--- src/rtl/sd_spi_pkg.sv ---
// Shared definitions for the SPI-mode SD card responder.
// Holds the command indices the card understands, the R1 flag bits,
// the single-block data start token and the byte-level FSM state type.
package sd_spi_pkg;

  localparam logic [5:0] CMD0  = 6'd0;
  localparam logic [5:0] CMD8  = 6'd8;
  localparam logic [5:0] CMD17 = 6'd17;
  localparam logic [5:0] CMD41 = 6'd41;
  localparam logic [5:0] CMD55 = 6'd55;
  localparam logic [5:0] CMD58 = 6'd58;

  localparam logic [7:0] R1_IDLE    = 8'h01;
  localparam logic [7:0] R1_ILLEGAL = 8'h04;
  localparam logic [7:0] DATA_TOKEN = 8'hFE;

  // Each state names the kind of byte currently on the wire.
  typedef enum logic [2:0] {
    ST_WAIT_CMD,
    ST_RX_ARG,
    ST_NCR,
    ST_RESP,
    ST_NAC,
    ST_TOKEN,
    ST_DATA,
    ST_CRC
  } sd_state_t;

endpackage

--- src/rtl/sd_spi_edge_sync.sv ---
// Brings the host SPI pins into the HCLK domain and detects SD_CLK edges.
// Ports:
//   HCLK, hwRstn         system clock, asynchronous active-low reset
//   sd_clk/sd_cs_n/sd_mosi  raw host pins
//   clk_rise, clk_fall   one-HCLK pulses on synchronized SD_CLK edges
//   cs_n_s, mosi_s       synchronized chip select and MOSI
module sd_spi_edge_sync #(
  parameter int SYNC_STAGES = 2
) (
  input  logic HCLK,
  input  logic hwRstn,
  input  logic sd_clk,
  input  logic sd_cs_n,
  input  logic sd_mosi,
  output logic clk_rise,
  output logic clk_fall,
  output logic cs_n_s,
  output logic mosi_s
);

  logic [SYNC_STAGES-1:0] clk_sr;
  logic [SYNC_STAGES-1:0] cs_sr;
  logic [SYNC_STAGES-1:0] mosi_sr;
  logic                   clk_prev;

  // Chip select resets deasserted so the card starts out deselected.
  always_ff @(posedge HCLK or negedge hwRstn) begin
    if (!hwRstn) begin
      clk_sr   <= '0;
      cs_sr    <= '1;
      mosi_sr  <= '1;
      clk_prev <= 1'b0;
    end else begin
      clk_sr[0]  <= sd_clk;
      cs_sr[0]   <= sd_cs_n;
      mosi_sr[0] <= sd_mosi;
      for (int i = 1; i < SYNC_STAGES; i++) begin
        clk_sr[i]  <= clk_sr[i-1];
        cs_sr[i]   <= cs_sr[i-1];
        mosi_sr[i] <= mosi_sr[i-1];
      end
      clk_prev <= clk_sr[SYNC_STAGES-1];
    end
  end

  assign clk_rise = clk_sr[SYNC_STAGES-1] & ~clk_prev;
  assign clk_fall = ~clk_sr[SYNC_STAGES-1] & clk_prev;
  assign cs_n_s   = cs_sr[SYNC_STAGES-1];
  assign mosi_s   = mosi_sr[SYNC_STAGES-1];

endmodule

--- src/rtl/sd_spi_card_responder.sv ---
// SPI-mode SD card model (card side of the link), oversampling SD_CLK in HCLK.
// Receives 48-bit commands, answers with R1/R3/R7, and serves CMD17 single
// block reads from a byte-wide memory using SDHC block addressing.
// Ports:
//   HCLK, hwRstn      system clock (>= 4x SD_CLK), async active-low reset
//   sd_clk, sd_cs_n   host SPI clock (mode 0) and chip select
//   sd_mosi, sd_miso  host-to-card and card-to-host data
//   mem_rd_en         one-HCLK read strobe to the sector memory
//   mem_addr          byte address {arg[22:0], 9'b0} + offset
//   mem_rdata         read data, valid one HCLK after mem_rd_en
//   card_idle         idle-state flag (R1 bit 0)
//   cmd_strobe        pulse when a complete 6-byte command has arrived
//   cmd_index         index of the last received command
module sd_spi_card_responder
  import sd_spi_pkg::*;
#(
  parameter int          SYNC_STAGES = 2,
  parameter int          NCR_BYTES   = 1,
  parameter int          NAC_BYTES   = 2,
  parameter int          ACMD41_BUSY = 2,
  parameter logic [31:0] OCR_VALUE   = 32'hC0FF8000
) (
  input  logic        HCLK,
  input  logic        hwRstn,
  input  logic        sd_clk,
  input  logic        sd_cs_n,
  input  logic        sd_mosi,
  output logic        sd_miso,
  output logic        mem_rd_en,
  output logic [31:0] mem_addr,
  input  logic [7:0]  mem_rdata,
  output logic        card_idle,
  output logic        cmd_strobe,
  output logic [5:0]  cmd_index
);

  localparam logic [7:0] NCR_LAST = 8'(NCR_BYTES - 1);
  localparam logic [7:0] NAC_LAST = 8'(NAC_BYTES - 1);
  localparam logic [7:0] BUSY_LIM = 8'(ACMD41_BUSY);

  logic clk_rise, clk_fall, cs_n_s, mosi_s;

  sd_spi_edge_sync #(.SYNC_STAGES(SYNC_STAGES)) u_sync (
    .HCLK     (HCLK),
    .hwRstn   (hwRstn),
    .sd_clk   (sd_clk),
    .sd_cs_n  (sd_cs_n),
    .sd_mosi  (sd_mosi),
    .clk_rise (clk_rise),
    .clk_fall (clk_fall),
    .cs_n_s   (cs_n_s),
    .mosi_s   (mosi_s)
  );

  sd_state_t   state_q, state_d;
  logic [2:0]  bit_cnt;
  logic [6:0]  rx_shift;
  logic [7:0]  rx_byte;
  logic [7:0]  tx_shift;
  logic [7:0]  tx_byte;
  logic [2:0]  arg_cnt;
  logic [22:0] cmd_arg;
  logic [7:0]  wait_cnt;
  logic [39:0] resp_buf;
  logic [2:0]  resp_idx, resp_len;
  logic        data_pending;
  logic [8:0]  data_cnt, fetch_off;
  logic [7:0]  next_byte;
  logic        rd_en_q;
  logic        app_cmd;
  logic [7:0]  acmd41_cnt;
  logic        byte_done, byte_start, fetch;

  logic        dec_idle, dec_app, dec_data;
  logic [7:0]  dec_acmd, dec_r1;
  logic [31:0] dec_tail;
  logic [2:0]  dec_len;

  // A byte is complete on the 8th rising edge; the 1st rising edge of a
  // byte is where the memory fetch for the byte after it is issued.
  assign rx_byte    = {rx_shift, mosi_s};
  assign byte_done  = clk_rise & ~cs_n_s & (bit_cnt == 3'd7);
  assign byte_start = clk_rise & ~cs_n_s & (bit_cnt == 3'd0);

  // Command execution: the new card state and the response bytes that the
  // command produces, evaluated when the CRC byte completes.
  always_comb begin
    dec_idle = card_idle;
    dec_app  = 1'b0;
    dec_acmd = acmd41_cnt;
    dec_r1   = R1_ILLEGAL | {7'd0, card_idle};
    dec_tail = 32'd0;
    dec_len  = 3'd1;
    dec_data = 1'b0;
    case (cmd_index)
      CMD0: begin
        dec_idle = 1'b1;
        dec_acmd = 8'd0;
        dec_r1   = R1_IDLE;
      end
      CMD8: begin
        dec_r1   = R1_IDLE | {7'd0, card_idle};
        dec_tail = {24'h000001, cmd_arg[7:0]};
        dec_len  = 3'd5;
      end
      CMD55: begin
        dec_app = 1'b1;
        dec_r1  = {7'd0, card_idle};
      end
      CMD41: begin
        if (app_cmd) begin
          if (acmd41_cnt < BUSY_LIM) begin
            dec_acmd = acmd41_cnt + 8'd1;
            dec_r1   = R1_IDLE;
          end else begin
            dec_idle = 1'b0;
            dec_r1   = 8'h00;
          end
        end
      end
      CMD58: begin
        dec_r1   = {7'd0, card_idle};
        dec_tail = OCR_VALUE;
        dec_len  = 3'd5;
      end
      CMD17: begin
        if (card_idle) begin
          dec_r1 = R1_ILLEGAL | R1_IDLE;
        end else begin
          dec_r1   = 8'h00;
          dec_data = 1'b1;
        end
      end
      default: ;
    endcase
  end

  // Next-state logic; the state advances only on byte completion so that it
  // always describes the byte to be loaded at the following falling edge.
  always_comb begin
    state_d = state_q;
    tx_byte = 8'hFF;
    fetch   = 1'b0;
    case (state_q)
      ST_RESP:  tx_byte = resp_buf[39:32];
      ST_TOKEN: tx_byte = DATA_TOKEN;
      ST_DATA:  tx_byte = next_byte;
      default:  tx_byte = 8'hFF;
    endcase
    if (byte_start && (state_q == ST_TOKEN ||
                       (state_q == ST_DATA && data_cnt != 9'd511))) begin
      fetch = 1'b1;
    end
    if (cs_n_s) begin
      state_d = ST_WAIT_CMD;
    end else if (byte_done) begin
      case (state_q)
        ST_WAIT_CMD: if (rx_byte[7:6] == 2'b01) state_d = ST_RX_ARG;
        ST_RX_ARG:   if (arg_cnt == 3'd4) state_d = ST_NCR;
        ST_NCR:      if (wait_cnt == NCR_LAST) state_d = ST_RESP;
        ST_RESP: begin
          if (resp_idx == resp_len - 3'd1) begin
            state_d = data_pending ? ST_NAC : ST_WAIT_CMD;
          end
        end
        ST_NAC:      if (wait_cnt == NAC_LAST) state_d = ST_TOKEN;
        ST_TOKEN:    state_d = ST_DATA;
        ST_DATA:     if (data_cnt == 9'd511) state_d = ST_CRC;
        ST_CRC:      if (wait_cnt == 8'd1) state_d = ST_WAIT_CMD;
        default:     state_d = ST_WAIT_CMD;
      endcase
    end
  end

  // FSM state register.
  always_ff @(posedge HCLK or negedge hwRstn) begin
    if (!hwRstn) begin
      state_q <= ST_WAIT_CMD;
    end else begin
      state_q <= state_d;
    end
  end

  // Serial datapath, command bookkeeping and memory prefetch. Deselect only
  // aborts the transfer; card_idle, app_cmd and the ACMD41 count survive it.
  always_ff @(posedge HCLK or negedge hwRstn) begin
    if (!hwRstn) begin
      sd_miso      <= 1'b1;
      mem_rd_en    <= 1'b0;
      mem_addr     <= 32'd0;
      card_idle    <= 1'b1;
      cmd_strobe   <= 1'b0;
      cmd_index    <= 6'd0;
      bit_cnt      <= 3'd0;
      rx_shift     <= 7'd0;
      tx_shift     <= 8'hFF;
      arg_cnt      <= 3'd0;
      cmd_arg      <= 23'd0;
      wait_cnt     <= 8'd0;
      resp_buf     <= 40'd0;
      resp_idx     <= 3'd0;
      resp_len     <= 3'd1;
      data_pending <= 1'b0;
      data_cnt     <= 9'd0;
      fetch_off    <= 9'd0;
      next_byte    <= 8'hFF;
      rd_en_q      <= 1'b0;
      app_cmd      <= 1'b0;
      acmd41_cnt   <= 8'd0;
    end else begin
      cmd_strobe <= 1'b0;
      mem_rd_en  <= 1'b0;
      rd_en_q    <= mem_rd_en;
      if (rd_en_q) begin
        next_byte <= mem_rdata;
      end
      if (cs_n_s) begin
        bit_cnt  <= 3'd0;
        sd_miso  <= 1'b1;
        tx_shift <= 8'hFF;
      end else begin
        if (clk_rise) begin
          bit_cnt  <= bit_cnt + 3'd1;
          rx_shift <= rx_byte[6:0];
        end
        // bit_cnt of zero at a falling edge marks the end of a byte, so the
        // MSB of the next byte goes out here.
        if (clk_fall) begin
          if (bit_cnt == 3'd0) begin
            sd_miso  <= tx_byte[7];
            tx_shift <= {tx_byte[6:0], 1'b1};
          end else begin
            sd_miso  <= tx_shift[7];
            tx_shift <= {tx_shift[6:0], 1'b1};
          end
        end
        if (fetch) begin
          mem_rd_en <= 1'b1;
          mem_addr  <= {cmd_arg, 9'd0} + {23'd0, fetch_off};
          fetch_off <= fetch_off + 9'd1;
        end
        if (byte_done) begin
          wait_cnt <= (state_d != state_q) ? 8'd0 : wait_cnt + 8'd1;
          case (state_q)
            ST_WAIT_CMD: begin
              if (rx_byte[7:6] == 2'b01) begin
                cmd_index <= rx_byte[5:0];
                arg_cnt   <= 3'd0;
              end
            end
            ST_RX_ARG: begin
              if (arg_cnt == 3'd4) begin
                cmd_strobe   <= 1'b1;
                card_idle    <= dec_idle;
                app_cmd      <= dec_app;
                acmd41_cnt   <= dec_acmd;
                resp_buf     <= {dec_r1, dec_tail};
                resp_len     <= dec_len;
                resp_idx     <= 3'd0;
                data_pending <= dec_data;
                fetch_off    <= 9'd0;
                data_cnt     <= 9'd0;
              end else begin
                cmd_arg <= {cmd_arg[14:0], rx_byte};
                arg_cnt <= arg_cnt + 3'd1;
              end
            end
            ST_RESP: begin
              resp_buf <= {resp_buf[31:0], 8'hFF};
              resp_idx <= resp_idx + 3'd1;
            end
            ST_DATA:  data_cnt <= data_cnt + 9'd1;
            default: ;
          endcase
        end
      end
    end
  end

endmodule

--- config.mk ---
export PLATFORM = sky130hd
export DESIGN_NAME = sd_spi_card_responder
export DESIGN_NICKNAME = d
export VERILOG_FILES = /design/src/rtl/sd_spi_pkg.sv /design/src/rtl/sd_spi_edge_sync.sv /design/src/rtl/sd_spi_card_responder.sv
export SDC_FILE = /design/constraint.sdc
export NUM_CORES = 1
export LEC_CHECK = 0
export CELL_PAD_IN_SITES_DETAIL_PLACEMENT = 0
export CELL_PAD_IN_SITES_GLOBAL_PLACEMENT = 2
export CORE_ASPECT_RATIO = 0.8
export CORE_MARGIN = 8
export CORE_UTILIZATION = 35
export DETAILED_ROUTE_END_ITERATION = 8
export DONT_BUFFER_PORTS = 1
export PLACE_DENSITY_LB_ADDON = 0.1
export SYNTH_ARGS = -nofsm -noshare
export SYNTH_HDL_FRONTEND = slang
export SYNTH_SLANG_ARGS = --single-unit
--- constraint.sdc ---
create_clock -name HCLK -period 2.4 [get_ports HCLK]
set_input_delay 0.24 -clock HCLK [delete_from_list [all_inputs] [get_ports HCLK]]
set_output_delay 0.24 -clock HCLK [all_outputs]
set_load 0.005 [all_outputs]
After elaboration in Yosys (flattened, before gate mapping)
Index checks and enable logic that the tools add are counted.
{"block": "word_totals", "input_bits": 13, "wordCells": 155, "regBits": 187, "out_inout_bits": 42}
{"block": "op_classes", "add_sub_neg": 9, "n_reduce_logical": 27, "n_bitwise": 9, "n_mux": 56, "n_eq_ne": 26, "magnitude_cmp": 1}
{"cell": "one-hot mux 40 bit (2 select lines)", "count": 1}
{"cell": "one-hot mux 32 bit (2 select lines)", "count": 1}
{"cell": "two-way mux 3 bit", "count": 18}
{"cell": "two-way mux 8 bit", "count": 6}
{"cell": "two-way mux 9 bit", "count": 5}
{"cell": "two-way mux 40 bit", "count": 1}
{"cell": "adder 32 x 9 -> 32 bit", "count": 1}
{"cell": "one-hot mux 3 bit (8 select lines)", "count": 1}
{"cell": "one-hot mux 8 bit (3 select lines)", "count": 1}
{"cell": "AND reduction 4 bit", "count": 5}
{"cell": "adder 9 x 1 -> 9 bit, second input constant", "count": 2}
{"cell": "equality test 3 bit, second input constant", "count": 6}
{"cell": "equality test 6 bit, second input constant", "count": 3}
{"cell": "one-hot mux 9 bit (2 select lines)", "count": 1}
{"cell": "adder 8 x 1 -> 8 bit, second input constant", "count": 2}
{"cell": "two-way mux 1 bit", "count": 16}
{"cell": "one-hot mux 8 bit (2 select lines)", "count": 1}
{"cell": "AND reduction 7 bit", "count": 2}
{"cell": "inequality test 2 bit, second input constant", "count": 6}
{"cell": "one-hot mux 3 bit (2 select lines)", "count": 2}
{"cell": "one-hot mux 3 bit (4 select lines)", "count": 1}
{"cell": "nonzero test 2 bit", "count": 6}
{"cell": "adder 3 x 1 -> 3 bit, second input constant", "count": 3}
{"cell": "equality test 9 bit, second input constant", "count": 1}
{"cell": "22 further kinds", "count": 36}

Logic depth before layout (Yosys ltp)
Gate-level depths: netlist (run 1).
{"block": "depth", "word_depth": 10, "mapped_depth": 12, "ltp_nobuf": 12}

Cells and area by module
A second synthesis (run 1) with hierarchy kept.
{"block": "hier_totals", "cells_unflattened": 808, "area_unflattened_um2": 8185.4}
{"module": "sd_spi_card_responder", "cells_per_inst": 799, "area_each_um2": 7990.2, "seq_area_each_um2": 4450.5, "instances": 1}
{"module": "sd_spi_edge_sync", "cells_per_inst": 9, "area_each_um2": 195.2, "seq_area_each_um2": 180.2, "instances": 1}

Worst setup path before layout (run 1)
No wires, ideal clock.
{"block": "synth_path", "path_type": "register to register", "from": "register data_cnt[0]", "to": "register fetch_off[5]", "path_stages_with_launch": 12, "setup_ps": 77, "path_slack_ps": 129, "required_time_ps": 2323, "n_path_buf": 0, "arrival_ps": 2193, "period_less_slack_ps": 2271, "cell_sequence": "dfrtp_1 -> ha_1 -> nand2_1 -> nor2_1 -> and3_1 -> ha_1 -> nor3b_1 -> o211ai_1 -> inv_2 -> nand4_1 -> or3_1 -> a21oi_1"}
{"block": "synth_via", "elab_chain_cells": 9}
{"element": "from (decl)", "line": "sd_spi_card_responder.sv:67", "text": "logic [8:0] data_cnt, fetch_off;"}
{"element": "from (signal assigned)", "line": "sd_spi_card_responder.sv:272", "text": "ST_DATA: data_cnt <= data_cnt + 9'd1;"}
{"element": "inequality test 9 bit (*)", "line": "sd_spi_card_responder.sv:151", "text": "(state_q == ST_DATA && data_cnt != 9'd511))) begin"}
{"element": "logical AND 1 bit (*)", "line": "sd_spi_card_responder.sv:151"}
{"element": "logical OR 1 bit (*)", "line": "sd_spi_card_responder.sv:150", "text": "if (byte_start && (state_q == ST_TOKEN ||"}
{"element": "logical AND 1 bit (*)", "line": "sd_spi_card_responder.sv:150"}
{"element": "two-way mux 1 bit (*)", "line": "sd_spi_card_responder.sv:150"}
{"element": "two-way mux 9 bit (*)", "line": "sd_spi_card_responder.sv:237", "text": "if (fetch) begin"}
{"element": "two-way mux 9 bit", "line": "sd_spi_card_responder.sv:252", "text": "if (arg_cnt == 3'd4) begin"}
{"element": "two-way mux 9 bit", "line": "sd_spi_card_responder.sv:244", "text": "case (state_q)"}
{"element": "two-way mux 9 bit (*)", "line": "sd_spi_card_responder.sv:242", "text": "if (byte_done) begin"}
{"element": "to (signal assigned)", "line": "sd_spi_card_responder.sv:240", "text": "fetch_off <= fetch_off + 9'd1;"}
{"element": "to (decl)", "line": "sd_spi_card_responder.sv:67"}
Every way passes the cells marked *; elsewhere a longest branch is shown, timed or not.
A chain may end at the register's enable or synchronous reset.

Worst setup path in the final report (run 1)
{"block": "layout_path", "from": "register data_cnt[1]", "to": "register wait_cnt[4]"}
{"block": "layout_via", "elab_chain_cells": 7}
{"element": "equality test 9 bit", "line": "sd_spi_card_responder.sv:168", "text": "ST_DATA: if (data_cnt == 9'd511) state_d = ST_CRC;"}
{"element": "two-way mux 3 bit", "line": "sd_spi_card_responder.sv:168"}
{"element": "one-hot mux 3 bit (8 select lines)", "line": "sd_spi_card_responder.sv:157", "text": "case (state_q)"}
{"element": "two-way mux 3 bit", "line": "sd_spi_card_responder.sv:156", "text": "end else if (byte_done) begin"}
{"element": "two-way mux 3 bit", "line": "sd_spi_card_responder.sv:154", "text": "if (cs_n_s) begin"}
{"element": "inequality test 3 bit", "line": "sd_spi_card_responder.sv:243", "text": "wait_cnt <= (state_d != state_q) ? 8'd0 : wait_cnt + 8'd1;"}
{"element": "two-way mux 8 bit", "line": "sd_spi_card_responder.sv:243"}
{"element": "to (signal assigned)", "line": "sd_spi_card_responder.sv:243"}
{"element": "to (decl)", "line": "sd_spi_card_responder.sv:63", "text": "logic [7:0] wait_cnt;"}
Every way passes these cells.

==> results of run 1 <==
[kinds of logic after synthesis]
group | Yosys count | share of synthesized area [%]
and+or+nand+nor | 265 | 15.4
DFF | 184 | 57.0
AOI/OAI and AO/OA | 124 | 9.28
muxes | 78 | 11.6
buffers and inverters | 55 | 3.04
xor gates and xnor gates | 14 | 1.51
adders and majority gates | 14 | 2.16
[stage by stage]
stage	setup TNS (ns)	setup WS, ns
CTS	0	0.0143
detailed placement	-0.516	-0.144
finish	0	0.101
floorplan	0	0.129
global placement	-0.315	-0.0882
global route	-0.0905	-0.0301
[timing repair]
item                                    4_1_cts  5_1_grt
endpoints found under the hold margin       195      184
pin swaps                                     1        7
buffers inserted                              2        3
endpoints found under the setup margin        7       22
resized for setup                             3       16
[state kept, by name (all words and copies together), names as in the netlist, 8 cells and up]
register and cells:
acmd41_cnt 8, cmd_arg 23, data_cnt 9, fetch_off 9, mem_addr 32, next_byte 8, resp_buf 40, wait_cnt 8
[layout make-up]
type	count	area [sq um]
Fill cell	2197	13500
Sequential cell	184	4630
Multi-Input combinational cell	495	3340
Timing Repair Buffer	60	507
Clock buffer	17	425
Tap cell	312	390
Clock inverter	15	211
Inverter	19	71.3
[worst min path at each step]
| stage | startpoint | endpoint | depth (start not counted) |
|---|---|---|---|
| 4_1_cts | hwRstn | mem_addr[10]$_DFFE_PN0P_ | 0 |
| 2_1_floorplan | hwRstn | acmd41_cnt[0]$_DFFE_PN0P_ | 0 |
| 6_report | hwRstn | mem_addr[10]$_DFFE_PN0P_ | 0 |
| 3_3_place_gp | hwRstn | mem_addr[9]$_DFFE_PN0P_ | 0 |
| 5_1_grt | hwRstn | rx_shift[1]$_DFFE_PN0P_ | 0 |
| 3_5_place_dp | hwRstn | mem_addr[10]$_DFFE_PN0P_ | 0 |
[layer usage]
layer  wire length, um  vias up  part of all wire (%)
li1                  -     2667                     -
met1              8980     2827                    48
met2              8870       61                    48
met3               524       21                   2.8
met4               230        0                   1.2
met5                 0        -                     0
[synthesized netlist by cell type (all sizes together), types with 2 or more instances]
cell / n
dfrtp: 163
nand2: 102
mux2: 76
nor2: 58
a21oi: 38
nand3: 38
o21ai: 36
clkbuf: 25
dfstp: 21
inv: 18
ha: 14
nand4: 12
o22ai: 12
buf: 11
nor3: 10
a22oi: 9
or3: 9
xor2: 9
a31oi: 6
and3: 5
nor2b: 5
xnor2: 5
nand3b: 4
nor3b: 4
nor4: 4
o211ai: 4
o21a: 4
or2: 4
a311oi: 3
nand2b: 3
a41oi: 2
and3b: 2
mux2i: 2
[power by group through the flow]
stage | Clock [mW] | Sequential, mW | Combinational (mW)
2_1_floorplan | 0 | 3.26 | 0.113
3_3_place_gp | 0 | 3.27 | 0.141
3_5_place_dp | 0 | 3.28 | 0.143
4_1_cts | 3.02 | 3.22 | 0.176
5_1_grt | 3.16 | 3.23 | 0.217
6_report | 2.93 | 3.22 | 0.200
==> impl_metrics.json, run 1 <==
{
  "status": "finished with violations",
  "violations": "hold timing",
  "htreeDepth": 4,
  "hold_buffers": 11,
  "slew_headroom_pct": 44.4,
  "cp_cell_sequence": "ha_2 -> nand2_2 -> nor2_2 -> and3_4 -> ha_4 -> a22oi_2 -> buf_4 -> a2111oi_4 -> o32ai_4 -> buf_6 -> a31oi_2 -> o22ai_1",
  "switching_share_pct": 25.6,
  "dr.pass1.iters": 4,
  "synth_area_per_cell_sq_um": 11.1,
  "layout.cells.non_filler": 1102,
  "wl_per_cell_um": 16.9,
  "min_path_type": "input port to async pin",
  "dp.cells": 1054,
  "grt_pass1_wl_mm": 31.0,
  "top_usage_layer": "met2",
  "drive_above_1_share_pct": 25.3,
  "gr-usage-all-layers_pct": 13.6,
  "yosys.cell_types.count": 62,
  "hold_ws_ns": -0.513,
  "cp_slowest_stage_delay_ns": 0.36,
  "path_class": "flop to flop",
  "synth_async_sr_flop_share_pct": 100,
  "cts_tree": "done",
  "nets": 804,
  "final-setup-viol-count": 0,
  "yosysWarnings": 0,
  "cp-start-kind": "flop",
  "rsz0062_at_grt": "yes",
  "p_leak_nw": 4.48,
  "clock.fmax_ghz": 0.435,
  "core_area_sq_um": 23100,
  "synth_largest_area_cell": "dfrtp_1",
  "critPathCapture": "wait_cnt[4]$_DFFE_PN0P_",
  "yosysSeqAreaShare_pct": 57.0,
  "row_count": 50,
  "r2r_setup_slack_ns": 0.10,
  "hold_violations": 184,
  "dpl_cell_area_sq_um": 8700,
  "skew_ns": 0.0165,
  "cellPowerDensity_nw_per_um2": 663,
  "r2r_start": "data_cnt[1]$_DFFE_PN0P_",
  "cts_made_buffers": 17,
  "ir_drop_v": 0.000423,
  "pin_count": 55,
  "synth_edf_count": 0,
  "worstPathArrival_ns": 2.61,
  "synth_area_sq_um": 8120,
  "clk-insertion-delay-late_ns": 0.44,
  "grt_pass1_vias": 5693,
  "r2r-end": "wait_cnt[4]$_DFFE_PN0P_",
  "total_power_mw": 6.35,
  "diodes": 0,
  "sequentialPowerShare_pct": 50.7,
  "worst_setup_path_end_kind": "flop",
  "ys_ff_latch": 184,
  "final_common_cell": "dfrtp_1",
  "mostFrequentLayoutCells": "dfrtp_1 (163), nand2_1 (99), mux2_2 (58)",
  "crit_buf_inv": 2,
  "vias_per_cell": 5.06,
  "dpl.hpwl_mm": 12.8,
  "routed_wirelength_mm": 18.6,
  "use_met3_pct": 3.05,
  "cp_top_family": "compound AO/OA/AOI/OAI gates",
  "portBuffers": 0,
  "worstPathRequired_ns": 2.71,
  "syn-num-nets": 761,
  "drtIter0Drc": 257,
  "place.gp.congestion": 0.761,
  "vias": 5576,
  "start_util_pct": 35.2,
  "antenna_left": 0,
  "antenna_found_initial": 0,
  "utilization_pct": 41.5,
  "clock_path_buffers": 2,
  "met1_usage_pct": 18.5,
  "max_cap_violations": 0,
  "startpoint": "data_cnt[1]$_DFFE_PN0P_",
  "remaining_drc_errors": 0,
  "synthFlopType": "dfrtp_1",
  "synth_top_cells_by_area": "dfrtp_1 (50%), mux2_2 (8.0%), dfstp_2 (6.8%)",
  "die_h_um": 152,
  "path_depth": 12,
  "worstMarginPinSlew_ns": 0.831,
  "overflow": 0,
  "stdcell_area_sq_um": 9580,
  "syn_inst": 734,
  "path_max_fanout": 4,
  "power.internal_mw": 4.72,
  "p_sw_mw": 1.62,
  "reg2regPathDepth": 12,
  "p_comb_share_pct": 3.1,
  "syn_to_final_growth_pct": 18.0,
  "cts_sinks": 184,
  "grt_util_met2_pct": 21.5,
  "post-route-min-period_ns": 2.30,
  "maxSlewViolCount": 0,
  "cts-root-buf": "clkbuf_16",
  "grt_start_max_net_pins": 185,
  "clockPowerShare_pct": 46.1,
  "die_x_um": 186,
  "cp_slowest_cell": "dfrtp_1",
  "period_share_pct": 95.8,
  "die_area_sq_um": 28400,
  "clk_pin_slew_worst_paths_ns": 0.09,
  "synth_top_area_share_pct": 50.2
}
Power figures use the tool's default switching activity.
==> inputs of run 2 (changes only) <==
--- a/config.mk
+++ b/config.mk
@@ -13,6 +13,7 @@
 export DETAILED_ROUTE_END_ITERATION = 8
 export DONT_BUFFER_PORTS = 1
 export PLACE_DENSITY_LB_ADDON = 0.1
+export SETUP_SLACK_MARGIN = 0.5
 export SYNTH_ARGS = -nofsm -noshare
 export SYNTH_HDL_FRONTEND = slang
 export SYNTH_SLANG_ARGS = --single-unit
==> run 2 against run 1 <==
Via count increased by 3.1%. Design area increased by 8.5%. Largest power group unchanged. Die area unchanged. The run still ends with hold timing left. First-iteration DRC count decreased by 1.9%.
==> impl_metrics.json, run 2 (synthesis results as in run 1) <==
{
  "wl_per_cell_um": 17.8,
  "slew_headroom_pct": 59.0,
  "antenna_left": 0,
  "cts_tree": "done",
  "syn_to_final_growth_pct": 28.0,
  "portBuffers": 0,
  "drtIter0Drc": 252,
  "ir_drop_v": 0.000477,
  "critPathCapture": "mem_addr[11]$_DFFE_PN0P_",
  "grt_pass1_vias": 5838,
  "post-route-min-period_ns": 2.24,
  "place.gp.congestion": 0.757,
  "mostFrequentLayoutCells": "dfrtp_1 (157), nand2_1 (94), buf_4 (52)",
  "cp-start-kind": "flop",
  "path_depth": 12,
  "gr-usage-all-layers_pct": 14.7,
  "cp_slowest_stage_delay_ns": 0.39,
  "cts_sinks": 184,
  "hold_buffers": 11,
  "finalSetupTns_ns": 0,
  "clock.fmax_ghz": 0.446,
  "top_register": "resp_buf",
  "cp_top_family": "buffers and inverters",
  "cts-root-buf": "clkbuf_16",
  "startpoint": "data_cnt[0]$_DFFE_PN0P_",
  "r2r-end": "mem_addr[11]$_DFFE_PN0P_",
  "cellPowerDensity_nw_per_um2": 603,
  "reg.largest.list": "resp_buf: 40 flops, mem_addr: 32 flops, cmd_arg: 23 flops",
  "maxSlewViolCount": 0,
  "cp_common_cell": "buf_4",
  "die_area_sq_um": 28400,
  "r2r_setup_slack_ns": 0.16,
  "worst_setup_path_end_kind": "flop",
  "cp_slowest_cell": "dfrtp_1",
  "clk_pin_slew_worst_paths_ns": 0.08,
  "vias_per_cell": 5.08,
  "row_count": 50,
  "core_area_sq_um": 23100,
  "violations": "hold timing",
  "overflow": 0,
  "final-setup-viol-count": 0,
  "cp_cell_sequence": "ha_2 -> nand2_2 -> nor2_2 -> and3_4 -> ha_4 -> nor3b_2 -> o211ai_1 -> buf_4 -> buf_4 -> buf_6 -> buf_16 -> mux2_4",
  "die_h_um": 152,
  "htreeDepth": 4,
  "p_comb_share_pct": 3.6,
  "min_path_type": "input port to async pin",
  "clockPowerShare_pct": 44.9,
  "status": "finished with violations",
  "fin_ws_ns": 0.160,
  "worstMarginPinSlew_ns": 0.615,
  "path_max_fanout": 5,
  "p_leak_nw": 4.80,
  "start_util_pct": 35.2,
  "vias": 5749,
  "max_cap_violations": 0,
  "worstPathArrival_ns": 2.56,
  "dpl_cell_area_sq_um": 8720,
  "period_share_pct": 93.3,
  "final_common_cell": "dfrtp_1",
  "path_class": "flop to flop",
  "skew_ns": 0.0127,
  "switching_share_pct": 23.9,
  "total_power_mw": 6.26,
  "p_sw_mw": 1.50,
  "reg2regPathDepth": 12,
  "nets": 834,
  "rsz0062_at_grt": "yes",
  "diodes": 0,
  "routed_wirelength_mm": 20.1,
  "place_ws_ns": 0.00853,
  "sequentialPowerShare_pct": 51.4,
  "cts_made_buffers": 17,
  "hold_ws_ns": -0.496,
  "drive_above_1_share_pct": 34.1,
  "pin_count": 55,
  "clock_path_buffers": 2,
  "die_x_um": 186,
  "r2r_start": "data_cnt[0]$_DFFE_PN0P_",
  "grt_pass1_wl_mm": 32.9,
  "stdcell_area_sq_um": 10400,
  "clk-insertion-delay-late_ns": 0.43,
  "worstPathRequired_ns": 2.72,
  "crit_buf_inv": 4,
  "remaining_drc_errors": 0,
  "dpl.hpwl_mm": 12.8,
  "grt_start_max_net_pins": 185,
  "antenna_found_initial": 0,
  "power.internal_mw": 4.77,
  "dr.pass1.iters": 4,
  "largest_reg_flops": 40,
  "hold_violations": 184
}
[run 2: worst min-delay path by stage]
stage            from  slack [ns]  cells after the start                         to
6_report       hwRstn       -0.50                      0   mem_addr[26]$_DFFE_PN0P_
5_1_grt        hwRstn       -0.53                      0    cmd_arg[17]$_DFFE_PN0P_
4_1_cts        hwRstn       -0.52                      0    cmd_arg[17]$_DFFE_PN0P_
3_5_place_dp   hwRstn       -0.05                      0    cmd_arg[16]$_DFFE_PN0P_
3_3_place_gp   hwRstn       -0.05                      0    cmd_arg[16]$_DFFE_PN0P_
2_1_floorplan  hwRstn       -0.06                      0  acmd41_cnt[0]$_DFFE_PN0P_
[run 2: timing repair]
| item | in CTS | in global routing |
|---|---|---|
| endpoints found under the setup margin | 143 | 142 |
| cloned | 6 | 1 |
| resized for setup | 74 | 62 |
| setup buffers | 22 | 14 |
| endpoints found under the hold margin | 195 | 184 |
| pin swaps | 22 | 25 |
[run 2: cell type report]
cell class                 count  area [sq um]
tap                          312           390
clock buffer                  18           429
timing repair buffer          89           948
inverter                      19          81.3
clock inverter                14           163
fill                        2127         12700
multi-input combinational    496          3750
sequential                   184          4640
[run 2: stage by stage]
step	cells	utilization [%]
floorplan	734	-
global placement	1046	37.8
detailed placement	1046	37.8
CTS	1117	43.3
global route	1132	45.0
finish	1132	45.0
[run 2: power by group through the flow]
stage | combinational [mW] | clock [mW] | sequential [mW]
finish | 0.229 | 2.82 | 3.22
global route | 0.252 | 3.05 | 3.23
CTS | 0.215 | 2.91 | 3.22
global placement | 0.159 | 0 | 3.28
floorplan | 0.133 | 0 | 3.26
detailed placement | 0.167 | 0 | 3.28
[run 2: worst register-to-register path: cells and delay by family, from the launching register on]
kind / cells / cell delay, ns
buf+inv: 4 / 0.59
simple gates: 4 / 0.43
flops: 1 / 0.39
fa+ha+maj: 2 / 0.36
mux: 1 / 0.29
compound gates: 1 / 0.09
[run 2: routing by layer]
layer	global-route usage, %	vias to the layer above	part of all wire [%]
met5	0	-	0
met4	3.59	0	1.0
met3	3.57	15	3.0
met2	22.3	57	47
met1	20.7	2939	49
li1	-	2738	-
==> inputs of run 3 (changes only) <==
--- a/config.mk
+++ b/config.mk
@@ -13,7 +13,7 @@
 export DETAILED_ROUTE_END_ITERATION = 8
 export DONT_BUFFER_PORTS = 1
 export PLACE_DENSITY_LB_ADDON = 0.1
-export SETUP_SLACK_MARGIN = 0.5
+export SETUP_SLACK_MARGIN = 0.1
 export SYNTH_ARGS = -nofsm -noshare
 export SYNTH_HDL_FRONTEND = slang
 export SYNTH_SLANG_ARGS = --single-unit
==> run 3 against run 2 <==
The flow still finishes with violations (hold timing). Combinational power shrank 7%. Power is 1.5% higher. Via count shrank 3.0%. Register-to-register slack lost 0.06 ns. Global-route usage shrank 0.93 points. Sequential share of layout area increased by 3.4 points. Core utilization is 3.3 points lower. Design area shrank 7.2%. Clock power up 4%. First-iteration DRC count grew 3.2%. Critical path type unchanged. Largest power group unchanged. Highest routed layer unchanged.
==> impl_metrics.json, run 3 (synthesis results as in run 1) <==
{
  "worstPathArrival_ns": 2.61,
  "max_cap_violations": 0,
  "path_max_fanout": 4,
  "r2r_start": "data_cnt[0]$_DFFE_PN0P_",
  "dpl.hpwl_mm": 12.8,
  "drive_above_1_share_pct": 26.1,
  "skew_ns": 0.0157,
  "clock_path_buffers": 2,
  "antenna_found_initial": 0,
  "startpoint": "data_cnt[0]$_DFFE_PN0P_",
  "violations": "hold timing",
  "remaining_drc_errors": 0,
  "nets": 806,
  "dr.pass1.iters": 4,
  "top_register": "resp_buf",
  "die_h_um": 152,
  "grt_pass1_vias": 5749,
  "clock.fmax_ghz": 0.434,
  "min_path_type": "input port to async pin",
  "portBuffers": 0,
  "gr-usage-all-layers_pct": 13.8,
  "cellPowerDensity_nw_per_um2": 660,
  "rsz0062_at_grt": "yes",
  "ir_drop_v": 0.000420,
  "path_class": "flop to flop",
  "r2r_setup_slack_ns": 0.1,
  "grt_pass1_wl_mm": 31.3,
  "worstPathRequired_ns": 2.71,
  "core_area_sq_um": 23100,
  "die_area_sq_um": 28400,
  "vias": 5575,
  "maxSlewViolCount": 0,
  "slew_headroom_pct": 45.2,
  "r2r-end": "wait_cnt[4]$_DFFE_PN0P_",
  "reg.largest.list": "resp_buf: 40 flops, mem_addr: 32 flops, cmd_arg: 23 flops",
  "final-setup-viol-count": 0,
  "routed_wirelength_mm": 18.7,
  "cts-root-buf": "clkbuf_16",
  "drtIter0Drc": 260,
  "pin_count": 55,
  "diodes": 0,
  "status": "finished with violations",
  "fillCellCount": 2193,
  "wl_per_cell_um": 16.9,
  "cts_sinks": 184,
  "htreeDepth": 4,
  "place.gp.congestion": 0.761,
  "clk-insertion-delay-late_ns": 0.44,
  "cts_made_buffers": 17,
  "antenna_left": 0,
  "cts_tree": "done",
  "p_leak_nw": 4.50,
  "overflow": 0,
  "finalSetupTns_ns": 0,
  "period_share_pct": 95.9,
  "start_util_pct": 35.2,
  "vias_per_cell": 5.05,
  "worstMarginPinSlew_ns": 0.819,
  "final_common_cell": "dfrtp_1",
  "post-route-min-period_ns": 2.30,
  "worst_setup_path_end_kind": "flop",
  "mostFrequentLayoutCells": "dfrtp_1 (162), nand2_1 (99), mux2_2 (58)",
  "row_count": 50,
  "grt_start_max_net_pins": 185,
  "hold_ws_ns": -0.511,
  "cp-start-kind": "flop",
  "hold_violations": 184,
  "largest_reg_flops": 40,
  "hold_buffers": 11,
  "clk_pin_slew_worst_paths_ns": 0.09,
  "reg2regPathDepth": 12,
  "die_x_um": 186,
  "syn_to_final_growth_pct": 18.8
}
run 3: cell count changes in the layout (fill, tap and decap cells not counted), moves of 5 or more:
cell	before	now
mux2_4	40	18
buf_4	52	47
buf_16	5	0
mux2_2	36	58
dfrtp_1	157	162
dfrtp_2	6	1
nand2_1	94	99
buf_6	12	2
buf_12	8	2
nor2_1	51	57
clkinv_8	2	7
clkinvlp_4	5	0
run 3: power breakdown:
group / internal [mW] / switching, mW
clock network: 1.45 / 1.47
registers: 3.16 / 0.0570
logic: 0.114 / 0.0979
run 3: stage by stage:
step	instance area (sq um)	std cells	total power [mW]	utilization (%)	setup slack, ns
2_1_floorplan	8120	734	3.37	-	0.129
3_3_place_gp	8700	1054	3.42	37.7	-0.0882
3_5_place_dp	8700	1054	3.42	37.7	-0.144
4_1_cts	9540	1101	6.44	41.3	0.0825
5_1_grt	9640	1104	6.62	41.8	-0.0467
6_report	9640	1104	6.36	41.8	0.0974
run 3: worst max path at each step:
| stage | to | slack, ns | cells past startpoint |
|---|---|---|---|
| final | wait_cnt[4]$_DFFE_PN0P_ | 0.1 | 12 |
| after global routing | wait_cnt[4]$_DFFE_PN0P_ | -0.05 | 12 |
| after CTS | wait_cnt[6]$_DFFE_PN0P_ | 0.08 | 12 |
| after detailed placement | wait_cnt[6]$_DFFE_PN0P_ | -0.14 | 11 |
| after global placement | wait_cnt[3]$_DFFE_PN0P_ | -0.09 | 11 |
| after floorplan | fetch_off[5]$_DFFE_PN0N_ | 0.13 | 11 |
run 3: final cells by class:
cell class	count	area [sq um]	share of cell area (%)
Clock buffer	17	425	4.41
Tap cell	312	390	4.05
Multi-Input combinational cell	495	3390	35.1
Timing Repair Buffer	62	526	5.45
Clock inverter	15	211	2.19
Inverter	19	71.3	0.740
Sequential cell	184	4630	48.0
run 3: repair_timing:
action | in CTS | in global routing
hold endpoints to repair | 195 | 184
setup endpoints to repair | 10 | 37
pin swaps | 9 | 12
setup buffers | 4 | 3
gates resized for setup | 14 | 17
run 3: worst max-delay path: stages, from the launching register on:
cell     delay, ns
dfrtp_1       0.39
ha_2          0.20
nand2_2       0.08
nor2_4        0.04
and3_4        0.15
ha_4          0.15
a22oi_2       0.25
buf_4         0.18
nor3b_4       0.23
o32ai_4       0.13
buf_6         0.15
a31oi_1       0.15
o22ai_1       0.09
run 3: metal layers:
layer | part of all wire, % | GRT usage [%]
met1 | 48 | 18.5
met2 | 48 | 21.9
met3 | 2.5 | 3.05
met4 | 1.1 | 3.78
met5 | 0 | 0
